<file path="src/rtl/alu_pkg.sv">
`default_nettype none
// ============================================================================
// Module      : alu_pkg
// Description : Shared ALU control-code constants and execution FSM states.
// Revision    : 1.0 - initial release
// ============================================================================
package alu_pkg;

  // 3-bit ALU control codes produced by the ALU decoder
  localparam logic [2:0] ALU_ADD = 3'b000;
  localparam logic [2:0] ALU_SUB = 3'b001;
  localparam logic [2:0] ALU_AND = 3'b010;
  localparam logic [2:0] ALU_OR  = 3'b011;
  localparam logic [2:0] ALU_MUL = 3'b100;
  localparam logic [2:0] ALU_SLT = 3'b101;

  // Execution unit FSM states
  typedef enum logic [1:0] {
    ST_IDLE = 2'd0,
    ST_MUL  = 2'd1,
    ST_DONE = 2'd2
  } exec_state_t;

endpackage : alu_pkg
`default_nettype wire

</file>
<file path="src/rtl/alu_mul_iter.sv">
`default_nettype none
// ============================================================================
// Module      : alu_mul_iter
// Description : Iterative shift-add multiplier, one partial product per cycle,
//               low WIDTH bits of the product kept.
// Revision    : 1.0 - initial release
// ============================================================================
module alu_mul_iter #(
  parameter int WIDTH = 32,
  parameter int CNT_W = 6
) (
  input  logic             clk,
  input  logic             rst_n,
  input  logic             i_start,
  input  logic [WIDTH-1:0] i_a,
  input  logic [WIDTH-1:0] i_b,
  output logic             o_last,
  output logic [WIDTH-1:0] o_product
);

  localparam logic [CNT_W-1:0] c_LAST = CNT_W'(WIDTH - 1);

  logic [WIDTH-1:0] r_mcand;
  logic [WIDTH-1:0] r_mplier;
  logic [WIDTH-1:0] r_acc;
  logic [CNT_W-1:0] r_cnt;
  logic             r_run;

  // Latch operands on start, then run exactly WIDTH shift-add steps
  always_ff @(posedge clk or negedge rst_n) begin
    if (!rst_n) begin
      r_mcand  <= '0;
      r_mplier <= '0;
      r_acc    <= '0;
      r_cnt    <= '0;
      r_run    <= 1'b0;
    end else if (i_start) begin
      r_mcand  <= i_a;
      r_mplier <= i_b;
      r_acc    <= '0;
      r_cnt    <= '0;
      r_run    <= 1'b1;
    end else if (r_run) begin
      if (r_mplier[0]) begin
        r_acc <= r_acc + r_mcand;
      end
      r_mcand  <= r_mcand << 1;
      r_mplier <= r_mplier >> 1;
      r_cnt    <= r_cnt + 1'b1;
      if (r_cnt == c_LAST) begin
        r_run <= 1'b0;
      end
    end
  end

  // High in the cycle whose closing edge performs the final step
  assign o_last    = r_run && (r_cnt == c_LAST);
  assign o_product = r_acc;

endmodule : alu_mul_iter
`default_nettype wire

</file>
<file path="src/rtl/alu_exec_unit.sv">
`default_nettype none
// ============================================================================
// Module      : alu_exec_unit
// Description : ALU execution unit with valid/ready handshake. Single-cycle
//               add/sub/and/or/slt and an iterative multi-cycle MUL.
// Revision    : 1.0 - initial release
// ============================================================================
module alu_exec_unit
  import alu_pkg::*;
#(
  parameter int WIDTH = 32,
  parameter int CNT_W = 6
) (
  input  logic             clk,
  input  logic             rst_n,
  input  logic             in_valid,
  output logic             in_ready,
  input  logic [2:0]       alu_control,
  input  logic [WIDTH-1:0] src_a,
  input  logic [WIDTH-1:0] src_b,
  output logic             out_valid,
  input  logic             out_ready,
  output logic [WIDTH-1:0] result,
  output logic             zero,
  output logic             busy
);

  exec_state_t      r_state;
  logic             r_out_valid;
  logic [WIDTH-1:0] r_result;
  logic             r_zero;
  logic             r_busy;

  logic             w_accept;
  logic             w_mul_start;
  logic             w_mul_last;
  logic [WIDTH-1:0] w_mul_product;
  logic [WIDTH-1:0] w_alu;

  assign in_ready    = (r_state == ST_IDLE) && (!r_out_valid || out_ready);
  assign w_accept    = in_valid && in_ready;
  assign w_mul_start = w_accept && (alu_control == ALU_MUL);

  // Single-cycle datapath; reserved codes yield zero
  always_comb begin
    w_alu = '0;
    case (alu_control)
      ALU_ADD: w_alu = src_a + src_b;
      ALU_SUB: w_alu = src_a - src_b;
      ALU_AND: w_alu = src_a & src_b;
      ALU_OR:  w_alu = src_a | src_b;
      ALU_SLT: w_alu = {{(WIDTH-1){1'b0}}, ($signed(src_a) < $signed(src_b))};
      default: w_alu = '0;
    endcase
  end

  alu_mul_iter #(
    .WIDTH (WIDTH),
    .CNT_W (CNT_W)
  ) u_mul (
    .clk       (clk),
    .rst_n     (rst_n),
    .i_start   (w_mul_start),
    .i_a       (src_a),
    .i_b       (src_b),
    .o_last    (w_mul_last),
    .o_product (w_mul_product)
  );

  // Control FSM plus registered result/zero/valid/busy
  always_ff @(posedge clk or negedge rst_n) begin
    if (!rst_n) begin
      r_state     <= ST_IDLE;
      r_out_valid <= 1'b0;
      r_result    <= '0;
      r_zero      <= 1'b0;
      r_busy      <= 1'b0;
    end else begin
      case (r_state)
        ST_IDLE: begin
          if (w_accept) begin
            if (alu_control == ALU_MUL) begin
              // Output register is empty or being popped this edge
              r_out_valid <= 1'b0;
              r_busy      <= 1'b1;
              r_state     <= ST_MUL;
            end else begin
              r_result    <= w_alu;
              r_zero      <= (w_alu == '0);
              r_out_valid <= 1'b1;
            end
          end else if (r_out_valid && out_ready) begin
            r_out_valid <= 1'b0;
          end
        end
        ST_MUL: begin
          if (w_mul_last) begin
            r_busy  <= 1'b0;
            r_state <= ST_DONE;
          end
        end
        ST_DONE: begin
          r_result    <= w_mul_product;
          r_zero      <= (w_mul_product == '0);
          r_out_valid <= 1'b1;
          r_state     <= ST_IDLE;
        end
        default: begin
          r_state <= ST_IDLE;
        end
      endcase
    end
  end

  assign out_valid = r_out_valid;
  assign result    = r_result;
  assign zero      = r_zero;
  assign busy      = r_busy;

endmodule : alu_exec_unit
`default_nettype wire

</file>
<file path="config.mk">
export PLATFORM = sky130hd
export DESIGN_NAME = alu_exec_unit
export DESIGN_NICKNAME = d
export VERILOG_FILES = /design/src/rtl/alu_pkg.sv /design/src/rtl/alu_mul_iter.sv /design/src/rtl/alu_exec_unit.sv
export SDC_FILE = /design/constraint.sdc
export NUM_CORES = 1
export LEC_CHECK = 0
export ABC_AREA = 1
export ABC_CLOCK_PERIOD_IN_PS = 2700
export CORE_ASPECT_RATIO = 1.1
export CORE_MARGIN = 2
export CORE_UTILIZATION = 60
export CTS_BUF_LIST = sky130_fd_sc_hd__clkbuf_4
export CTS_CLUSTER_DIAMETER = 80
export CTS_CLUSTER_SIZE = 25
export DETAILED_ROUTE_END_ITERATION = 16
export GPL_TIMING_DRIVEN = 1
export HOLD_SLACK_MARGIN = 0.03
export PLACE_DENSITY = 0.91
export RECOVER_POWER = 25
export SKIP_CTS_REPAIR_TIMING = 1
export SLEW_MARGIN = 10
export SYNTH_ARGS = -nofsm -noshare
export SYNTH_HDL_FRONTEND = slang
export SYNTH_HIERARCHICAL = 1
export SYNTH_SLANG_ARGS = --single-unit
</file>
<file path="constraint.sdc">
create_clock -name clk -period 2.7 [get_ports clk]
set_input_delay 0.54 -clock clk [delete_from_list [all_inputs] [get_ports clk]]
set_output_delay 0.54 -clock clk [all_outputs]
set_load 0.01 [all_outputs]
</file>
==> results of run 1 <==
## per-layer routing
layer	GRT overflow	GRT usage (%)
met2	30	89.2
met4	15	68.0
met5	0	35.8
met1	1	72.9
met3	1	61.8
## cells in the mapped netlist (4+ instances only)
library cell  count
nand2_1         766
inv_1           458
nor2_1          204
nand3_1         168
ha_1            143
dfrtp_1         140
a21oi_1         106
o21ai_0         104
o221ai_1         53
clkbuf_1         27
nor3_1           26
o22ai_1          25
nand4_1          23
inv_2            22
nand2_2          21
buf_4            17
nor2_2           15
buf_2            14
nand3_2          13
nand3b_1         13
o21bai_1         10
o21ai_1           8
nor4_1            7
buf_6             6
a21oi_2           4
a22oi_1           4
and2_1            4
## kinds of logic after synthesis
logic type | after synthesis
simple gates | 1270
compound gates | 331
xor+xnor | 2
flops | 140
buf+inv | 553
fa+ha+maj | 146
## per-stage QoR
step	std cells	setup slack [ps]	setup TNS, ps	util (%)
after floorplan	2442	235	0	-
after global placement	3131	-769	-12440	76.3
after detailed placement	3131	-782	-17360	76.3
after CTS	3163	-303	-1870	77.6
==> metrics.md, run 1 <==
| Metric | Value |
|---|---|
| Post-synth EDFFs | `0` |
| Synthesized area divided by synthesized cell count | `between 6 and 7 sq um` |
| Primary flip-flop cell chosen by synthesis mapping | `dfrtp_1` |
| Post-synthesis instance area | `15000 sq um` |
| Effective utilization at floorplan | `61.2%` |
| Result of the run | `aborted with a tool error` |
| Die height | `roughly 170 um` |
| Xor-xnor portion of the synthesized cell area | `0.117%` |
| Floorplan die width | `approximately 150 um` |
| Area share of the largest cell type after synthesis | `between 20% and 30%` |
| Share of the synthesized area in compound gates (AO/OA/AOI/OAI) | `between 10% and 20%` |
| Half-perimeter wire length after detailed placement | `47400 um` |
| Final global-route overflow total | `between 40 and 50` |
| Largest family of logic cells by synthesized area | `simple AND/OR/NAND/NOR gates` |
| Yosys reg bits | `140` |
| Worst-path endpoint after global-route repair_timing | `zero$_DFFE_PN0P_/D` |
| Num CTS Buffers | `17` |
| Cell count after synthesis | `~2400` |
| Total of warnings raised by yosys | `6` |
| Area leader, netlist | `dfrtp_1` |
| Total of buffers placed on input and output ports | `roughly 110` |
| Number of distinct library cells after synthesis | `52` |
| Biggest area contributors in the synthesized netlist | `dfrtp_1 (23%), nand2_1 (19%), ha_1 (12%)` |
| Number of placed I/O pins | `between 100 and 150` |
| Async set-or-reset flop fraction in the synthesized netlist | `100%` |
| GPL Wtd Cong | `1.19` |
| Net count after synthesis | `about 2700` |
| Clk buf depth | `2` |
| Worst_ep kind | `register input` |
| Share of synthesized cell area in full adder, half adder and majority cells | `12.4%` |
| Halt point of the flow | `global routing` |
| Maximum number of pins on one net before global-route repair | `60` |
| Number of sinks on the clock net | `140` |
| Simple-gate portion of the synthesized area | `a little over a third` |
| Placement Rows | `60` |
| Total cell area at the placement stage | `between 15000 and 20000 sq um` |
| Part of the Yosys area used for sequential elements | `23.4%` |
| Share of synthesized area spent on multiplexers | `0%` |
| Halt Reason | `[ERROR GRT-0232] Routing congestion too high. Check the congestion heatmap in the GUI.` |
| Global-route usage over all layers | `between 70% and 80%` |
| H-tree depth | `4` |
| Library cell used as clock root buffer | `clkbuf_4` |
==> run 2, diff against run 1 <==
--- a/config.mk
+++ b/config.mk
@@ -7,16 +7,11 @@
 export LEC_CHECK = 0
 export ABC_AREA = 1
 export ABC_CLOCK_PERIOD_IN_PS = 2700
-export CORE_ASPECT_RATIO = 1.1
 export CORE_MARGIN = 2
-export CORE_UTILIZATION = 60
-export CTS_BUF_LIST = sky130_fd_sc_hd__clkbuf_4
-export CTS_CLUSTER_DIAMETER = 80
-export CTS_CLUSTER_SIZE = 25
+export CORE_UTILIZATION = 40
 export DETAILED_ROUTE_END_ITERATION = 16
 export GPL_TIMING_DRIVEN = 1
-export HOLD_SLACK_MARGIN = 0.03
-export PLACE_DENSITY = 0.91
+export PLACE_DENSITY_LB_ADDON = 0.15
 export RECOVER_POWER = 25
 export SKIP_CTS_REPAIR_TIMING = 1
 export SLEW_MARGIN = 10
==> metrics.md, run 2 <==
| Metric | Value |
|---|---|
| Synthesized area divided by synthesized cell count | `between 6 and 7 sq um` |
| Final hold viol count | `0` |
| Design internal power | `approximately 7.1 mW` |
| Max-slew violation count | `0` |
| Library cell used as clock root buffer | `clkbuf_16` |
| Core Box Area | `~37000 sq um` |
| Num CTS Buffers | `17` |
| First-pass detailed-route iteration total | `6` |
| Number of distinct library cells after synthesis | `52` |
| Period Utilization, post-route | `between 90 and 100%` |
| Data arrival time at the worst-slack endpoint | `3000 ps` |
| Post-synthesis instance area | `around 15000 sq um` |
| Commonest non-fill, non-tap cell in the layout | `nand2_1` |
| Cell area after layout | `between 20000 and 25000 sq um` |
| Async set-or-reset flop fraction in the synthesized netlist | `100%` |
| Final Critical Period | `approximately 2600 ps` |
| Finish-stage setup viols | `0` |
| Antenna violations before repair | `1` |
| Wire length of the first global-routing pass | `around 96000 um` |
| Clock share of power | `20.8%` |
| Minimum setup slack among reg-to-reg paths | `about 380 ps` |
| Worst max-slew margin expressed relative to the limit | `11.7%` |
| Biggest area contributors in the synthesized netlist | `dfrtp_1 (23%), nand2_1 (19%), ha_1 (12%)` |
| Area share of the largest cell type after synthesis | `a little under a quarter` |
| Data required, critical path | `roughly 3100 ps` |
| Via count | `approximately 18000` |
| Number of placed I/O pins | `roughly 110` |
| Largest stage delay on the critical path | `approximately 300 ps` |
| Startpoint type of the worst setup path | `input port` |
| Part of the Yosys area used for sequential elements | `a little under a quarter` |
| Net switching share of the total power | `between 40% and 50%` |
| Net switching component of the power | `just under 6 mW` |
| CTS tree | `built` |
| Clock-pin slew reported for the worst setup and hold paths after clock tree synthesis | `~70 ps` |
| Net count after synthesis | `about 2700` |
| Critical Path End Type | `register` |
| Avg Vias per Cell | `5.20` |
| Initial drt markers | `around 1300` |
| Count of antenna-violating nets left after detailed routing | `0` |
| Final global-route overflow total | `0` |
| Most frequent cells in the layout | `nand2_1 (678), buf_4 (406), inv_1 (387), dfrtp_1 (140), nand3_1 (132)` |
| Relative contribution of combinational cells to total power | `between 50% and 60%` |
| Share of post-route cells with drive strength above 1 | `roughly a third` |
| Kind of path behind the tightest hold check | `in2async` |
| Die height | `a little under 200 um` |
| Result of the run | `complete, no violations` |
| Global-route usage over all layers | `32.6%` |
| Clk buf depth | `2` |
| Placement Rows | `70` |
| Flop pwr share | `roughly 25%` |
| Count of fill cells added during filler insertion | `3515` |
| Cell with the most instances after synthesis | `nand2_1` |
| Critical Path Fanout Max | `5` |
| Wirelength, routed | `65200 um` |
| Ranking of synthesized cells by instance count | `nand2_1 (766), inv_1 (458), nor2_1 (204)` |
| Via count of the first global-routing pass | `about 17000` |
| Area delta synth->final | `48.2%` |
| Yosys reg bits | `140` |
| Cell count after synthesis | `approximately 2400` |
| Maximum clock skew at final layout | `~9.6 ps` |
| Pin slew with the least headroom to its limit | `between 1000 and 1500 ps` |
| Full die area | `slightly below 40000 sq um` |
| Number of sinks on the clock net | `140` |
| Cell with the biggest individual delay on the critical path | `ha_4` |
| Area leader, netlist | `dfrtp_1` |
| Max Clk Rate | `378 MHz` |
| Pleak | `~12 nW` |
| Total of max-cap violations | `0` |
| Crit path cell chain | `dlymetal6s2s_1 -> inv_2 -> ha_4 -> buf_4 -> inv_2 -> nand2_2 -> inv_2 -> buf_4 -> nand2_1 -> nand2_1 -> nand2_2 -> nand4_1 -> nand3_1 -> nand3b_1 -> nor2_1 -> nand2_1 -> nor2_4 -> nand2_2 -> nor2_4 -> nand3_4 -> a21oi_2` |
| Final net count | `3152` |
| Pwr/cell area | `580 nW/um^2` |
| GPL Wtd Cong | `~1` |
| Post-synth EDFFs | `0` |
| Pre-CTS setup slack | `-1190 ps` |
| Reg area | `3500 sq um` |
| H-tree depth | `4` |
| Total of buffers placed on input and output ports | `106` |
| Maximum number of pins on one net before global-route repair | `52` |
| Total cell area at the placement stage | `19400 sq um` |
| Final routed DRC violation total | `0` |
| Final setup margin | `approximately 55 ps` |
| Clock latency at the later pin of the worst-skew pair | `~430 ps` |
| Total of warnings raised by yosys | `6` |
| Routed len/inst | `around 19 um` |
| Effective utilization at floorplan | `between 40% and 50%` |
| CP startpoint | `src_a[6]` |
| Area occupied by multi-input gates | `roughly 11000 sq um` |
| Max VDD drop | `between 0.4 and 0.5 mV` |
| Floorplan die width | `slightly below 200 um` |
| Worst flop-to-flop path startpoint | `r_state[1]$_DFFE_PN0P_` |
| Type of the worst setup path | `in2reg` |
| Half-perimeter wire length after detailed placement | `roughly 53000 um` |
| Primary flip-flop cell chosen by synthesis mapping | `dfrtp_1` |
run 2: cell families (layout without fill, tap and decap cells):
family | count (synthesis) | count (layout) | synth area share [%]
xor gates and xnor gates | 2 | 2 | 0.117
DFF | 140 | 140 | 23.4
AOI/OAI and AO/OA | 331 | 331 | 13.3
other | 0 | 1 | 0
adders and majority gates | 146 | 146 | 12.4
and+or+nand+nor | 1270 | 1270 | 35.9
buffers and inverters | 553 | 1057 | 14.9
run 2: area by class of cell:
| cell class | count | area share, % |
|---|---|---|
| Multi-Input combinational cell | 1749 | 49.4 |
| Timing Repair Buffer | 545 | 21.0 |
| Sequential cell | 140 | 15.8 |
| Inverter | 482 | 8.17 |
| Tap cell | 468 | 2.64 |
| Clock buffer | 18 | 1.98 |
| Clock inverter | 12 | 0.987 |
| Antenna cell | 1 | 0.0113 |
run 2: through the flow:
step	instances	hold slack, ps	power [mW]	TNS, ps	utilization, %
final	3415	401	12.9	0	60.5
after global routing	3414	496	13.8	-56.7	60.4
after CTS	3380	67.1	12.3	-6970	54.7
after detailed placement	3350	466	9.57	-20070	52.9
after global placement	3350	464	9.48	-19790	52.9
after floorplan	2442	244	7.14	0	-
run 2: metal layers:
metal	routed length [um]	track usage (%)	vias to the layer above
li1	-	-	8686
met1	29600	45.4	8378
met2	30600	55.0	582
met3	3270	2.01	94
met4	1780	8.27	2
met5	9	0	-
run 2: path summary, 6_finish.rpt:
path / endpoint / cells past startpoint
max: zero$_DFFE_PN0P_ / 21
min: u_mul/o_product[23]$_DFFE_PN0P_ / 1
max reg2reg: zero$_DFFE_PN0P_ / 13
min reg2reg: result[13]$_DFFE_PN0P_ / 2
max in group asynchronous: result[8]$_DFFE_PN0P_ / 2
min in group clk: result[13]$_DFFE_PN0P_ / 2
run 2: critical path, delay by kind of cell:
kind | cells | cell delay (ps)
AO/OA/AOI/OAI | 1 | 150
buffers and inverters | 6 | 590
adder cells (fa/ha/maj) | 1 | 300
AND/OR/NAND/NOR | 13 | 1400
run 2: power by group through the flow:
stage               Combinational (mW)  Sequential, mW  Clock, mW
floorplan                         4.15            2.98          0
detailed placement                6.37            3.20          0
global route                      7.77            3.25       2.79
CTS                               6.40            3.18       2.70
global placement                  6.28            3.19          0
finish                            7.00            3.19       2.68
Note: power is estimated with default switching activity, not from simulation.
==> run 3, diff against run 2 <==
--- a/config.mk
+++ b/config.mk
@@ -7,6 +7,7 @@
 export LEC_CHECK = 0
 export ABC_AREA = 1
 export ABC_CLOCK_PERIOD_IN_PS = 2700
+export CAP_MARGIN = 20
 export CORE_MARGIN = 2
 export CORE_UTILIZATION = 40
 export DETAILED_ROUTE_END_ITERATION = 16
@@ -14,8 +15,8 @@
 export PLACE_DENSITY_LB_ADDON = 0.15
 export RECOVER_POWER = 25
 export SKIP_CTS_REPAIR_TIMING = 1
+export SKIP_LAST_GASP = 1
 export SLEW_MARGIN = 10
 export SYNTH_ARGS = -nofsm -noshare
 export SYNTH_HDL_FRONTEND = slang
-export SYNTH_HIERARCHICAL = 1
 export SYNTH_SLANG_ARGS = --single-unit
==> metrics.md, run 3 <==
| Metric | Value |
|---|---|
| Maximum clock skew at final layout | `~17 ps` |
| FF-to-FF path depth | `14` |
| Type of the worst setup path | `in2reg` |
| Avg Vias per Cell | `around 5.2` |
| Core Util, Final | `between 50% and 60%` |
| Initial drt markers | `approximately 1300` |
| Max-slew violation count | `0` |
| CP startpoint | `src_b[15]` |
| Share of synthesized area spent on multiplexers | `0%` |
| Number of antenna cells inserted | `0` |
| Worst max-slew margin expressed relative to the limit | `around 1.5%` |
| Ranking of synthesized cells by instance count | `nand2_1 (646), inv_1 (394), nor2_1 (235)` |
| Die height | `between 150 and 200 um` |
| Pwr/cell area | `632 nW/um^2` |
| Floorplan die width | `roughly 190 um` |
| Num CTS Buffers | `17` |
| Critical Path Fanout Max | `5` |
| Synthesized area divided by synthesized cell count | `slightly above 6 sq um` |
| CTS tree | `built` |
| Finish-stage setup viols | `0` |
| First-pass detailed-route iteration total | `7` |
| Final global-route overflow total | `0` |
| Clk buf depth | `2` |
| Largest stage delay on the critical path | `~300 ps` |
| Largest family of logic cells by synthesized area | `simple AND/OR/NAND/NOR gates` |
| Final setup margin | `around 64 ps` |
| Antenna violations before repair | `2` |
| Count of antenna-violating nets left after detailed routing | `0` |
| Via count of the first global-routing pass | `about 16000` |
| Logic depth of the worst setup path including buffers | `19` |
| Worst flop-to-flop path startpoint | `u_mul.r_mcand[0]$_DFFE_PN0P_` |
| Clock latency at the later pin of the worst-skew pair | `470 ps` |
| Area share of the largest cell type after synthesis | `approximately a quarter` |
| Unrepaired setup endpoints after global routing | `yes` |
| Pin slew with the least headroom to its limit | `1480 ps` |
| Effective utilization at floorplan | `around two fifths` |
| Share of the synthesized area in compound gates (AO/OA/AOI/OAI) | `between 10% and 20%` |
| Clock-pin slew reported for the worst setup and hold paths after clock tree synthesis | `90 ps` |
| Library cell used as clock root buffer | `clkbuf_16` |
| Global-route usage over all layers | `32.7%` |
| Setup tns final | `0 ps` |
| Post-synth EDFFs | `0` |
| Net count after synthesis | `2515` |
| Pre-CTS setup slack | `-1230 ps` |
| Total of warnings raised by yosys | `0` |
| Routed len/inst | `about 19 um` |
| Full die area | `about 37000 sq um` |
| Via count | `~17000` |
| Async set-or-reset flop fraction in the synthesized netlist | `100%` |
| Critical Path End Type | `register` |
| Pleak | `11.3 nW` |
| Cell area after layout | `approximately 21000 sq um` |
| Result of the run | `complete, no violations` |
| Simple-gate portion of the synthesized area | `between 30% and 40%` |
| Startpoint type of the worst setup path | `input port` |
| Post-synthesis instance area | `about 14000 sq um` |
| GPL Wtd Cong | `1.01` |
| Maximum number of pins on one net before global-route repair | `58` |
| Most frequent cells in the layout | `nand2_1 (594), buf_4 (417), inv_1 (332), nand3_1 (196), nor2_1 (182)` |
| Total cell area at the placement stage | `approximately 19000 sq um` |
| Half-perimeter wire length after detailed placement | `49900 um` |
| Cell with the most instances after synthesis | `nand2_1` |
| Final net count | `between 2000 and 3000` |
| Xor-xnor portion of the synthesized cell area | `less than 1%` |
| Data arrival time at the worst-slack endpoint | `3030 ps` |
| Wirelength, routed | `roughly 61000 um` |
| Endpoint of the most critical register-to-register path | `u_mul.o_product[24]$_DFFE_PN0P_` |
| Placement Rows | `slightly below 70` |
| Final hold viol count | `0` |
| CP endpoint | `zero$_DFFE_PN0P_` |
| Final routed DRC violation total | `0` |
| Dominant delay contributor by cell family on the critical path | `simple AND/OR/NAND/NOR gates` |
| Cell type with the highest occurrence count on the critical path | `nand2_1` |
| Share of post-route cells with drive strength above 1 | `27.4%` |
| Period Utilization, post-route | `97.6%` |
| Share of synthesized cell area in full adder, half adder and majority cells | `a little over an eighth` |
| Area leader, netlist | `dfrtp_1` |
| Kind of path behind the tightest hold check | `in2async` |
| Number of placed I/O pins | `~110` |
| Number of distinct library cells after synthesis | `43` |
| Total of max-cap violations | `0` |
| Primary flip-flop cell chosen by synthesis mapping | `dfrtp_1` |
| Crit path cell chain | `clkbuf_2 -> inv_1 -> ha_4 -> buf_4 -> buf_4 -> o21bai_1 -> nand2_1 -> nand2_1 -> nand2_1 -> nand2_1 -> a21oi_2 -> nand3_1 -> nand3_1 -> nand2_2 -> nor2_4 -> nand4_1 -> nor2_1 -> nand2_1 -> a21oi_2` |
| Yosys reg bits | `140` |
| H-tree depth | `4` |
| Core Box Area | `roughly 35000 sq um` |
| Data required, critical path | `a little over 3000 ps` |
| Final Critical Period | `about 2600 ps` |
| Total of buffers placed on input and output ports | `~110` |
| Wire length of the first global-routing pass | `about 91000 um` |
| Commonest non-fill, non-tap cell in the layout | `nand2_1` |
| Number of sinks on the clock net | `140` |
| Area delta synth->final | `46.5%` |
| Cell with the biggest individual delay on the critical path | `ha_4` |
| Combined buffer and inverter count along the critical path | `4` |
| Part of the Yosys area used for sequential elements | `about a quarter` |
| Minimum setup slack among reg-to-reg paths | `about 200 ps` |
| Biggest area contributors in the synthesized netlist | `dfrtp_1 (25%), nand2_1 (17%), ha_1 (13%)` |
| Max Clk Rate | `379 MHz` |
| Power consumption | `around 13 mW` |
| Cell count after synthesis | `between 2000 and 2500` |
| Max VDD drop | `about 0.55 mV` |
==> run 3: cell types whose count changed in the layout (fill, tap and decap cells not counted), sizes merged, moves of 6 or more <==
cell    previous run  this run
nand3b            13         4
clkbuf            33        25
o21ai            113        71
o22ai             25        14
nand2            787       647
a31oi              2        35
inv              482       414
nor2             220       243
o221ai            53        11
nand3            181       215
o211ai             2        49
o21a               0         6
xor2               1         8
a21oi            110       139
==> run 3: how the worst min path moves through the flow <==
| stage | to | slack (ps) | start |
|---|---|---|---|
| floorplan | busy$_DFFE_PN0P_ | 240 | rst_n |
| global placement | u_mul.r_cnt[4]$_DFFE_PN0P_ | 460 | u_mul.r_cnt[4]$_DFFE_PN0P_ |
| detailed placement | u_mul.r_cnt[4]$_DFFE_PN0P_ | 450 | u_mul.r_cnt[4]$_DFFE_PN0P_ |
| CTS | result[4]$_DFFE_PN0P_ | 50 | rst_n |
| global route | u_mul.r_mplier[0]$_DFFE_PN0P_ | 470 | src_b[0] |
| finish | result[5]$_DFFE_PN0P_ | 420 | rst_n |
==> run 3: per-stage QoR <==
stage	std cells	hold slack [ps]
after floorplan	2298	244
after global placement	3181	457
after detailed placement	3181	455
after CTS	3213	52.2
after global routing	3247	472
final	3247	422
==> run 3: layout make-up <==
cell class | instances | area, sq um
clock inverters | 15 | 218
well taps | 455 | 569
flip-flops and latches | 140 | 3500
multi-input cells | 1674 | 9970
fillers | 3360 | 13900
clock buffers | 17 | 425
inverters | 404 | 1520
repair buffers | 542 | 4580
==> run 3: report_power, final <==
group,internal [mW],switching [mW]
combinational,2.89,3.89
clock,1.51,1.21
sequential,2.93,0.699
==> run 3: kinds of logic after synthesis <==
| family | count (synthesis) |
|---|---|
| adder cells (fa/ha/maj) | 146 |
| buffers and inverters | 484 |
| flip-flops | 140 |
| AND/OR/NAND/NOR | 1171 |
| XOR/XNOR | 10 |
| AO/OA/AOI/OAI | 347 |
==> run 3: routing by layer <==
layer | track usage (%) | up-vias | routed length [um]
li1 | - | 8336 | -
met1 | 47.1 | 7982 | 28600
met2 | 52.5 | 580 | 27600
met3 | 3.53 | 58 | 3850
met4 | 7.52 | 2 | 1020
met5 | 0 | - | 13
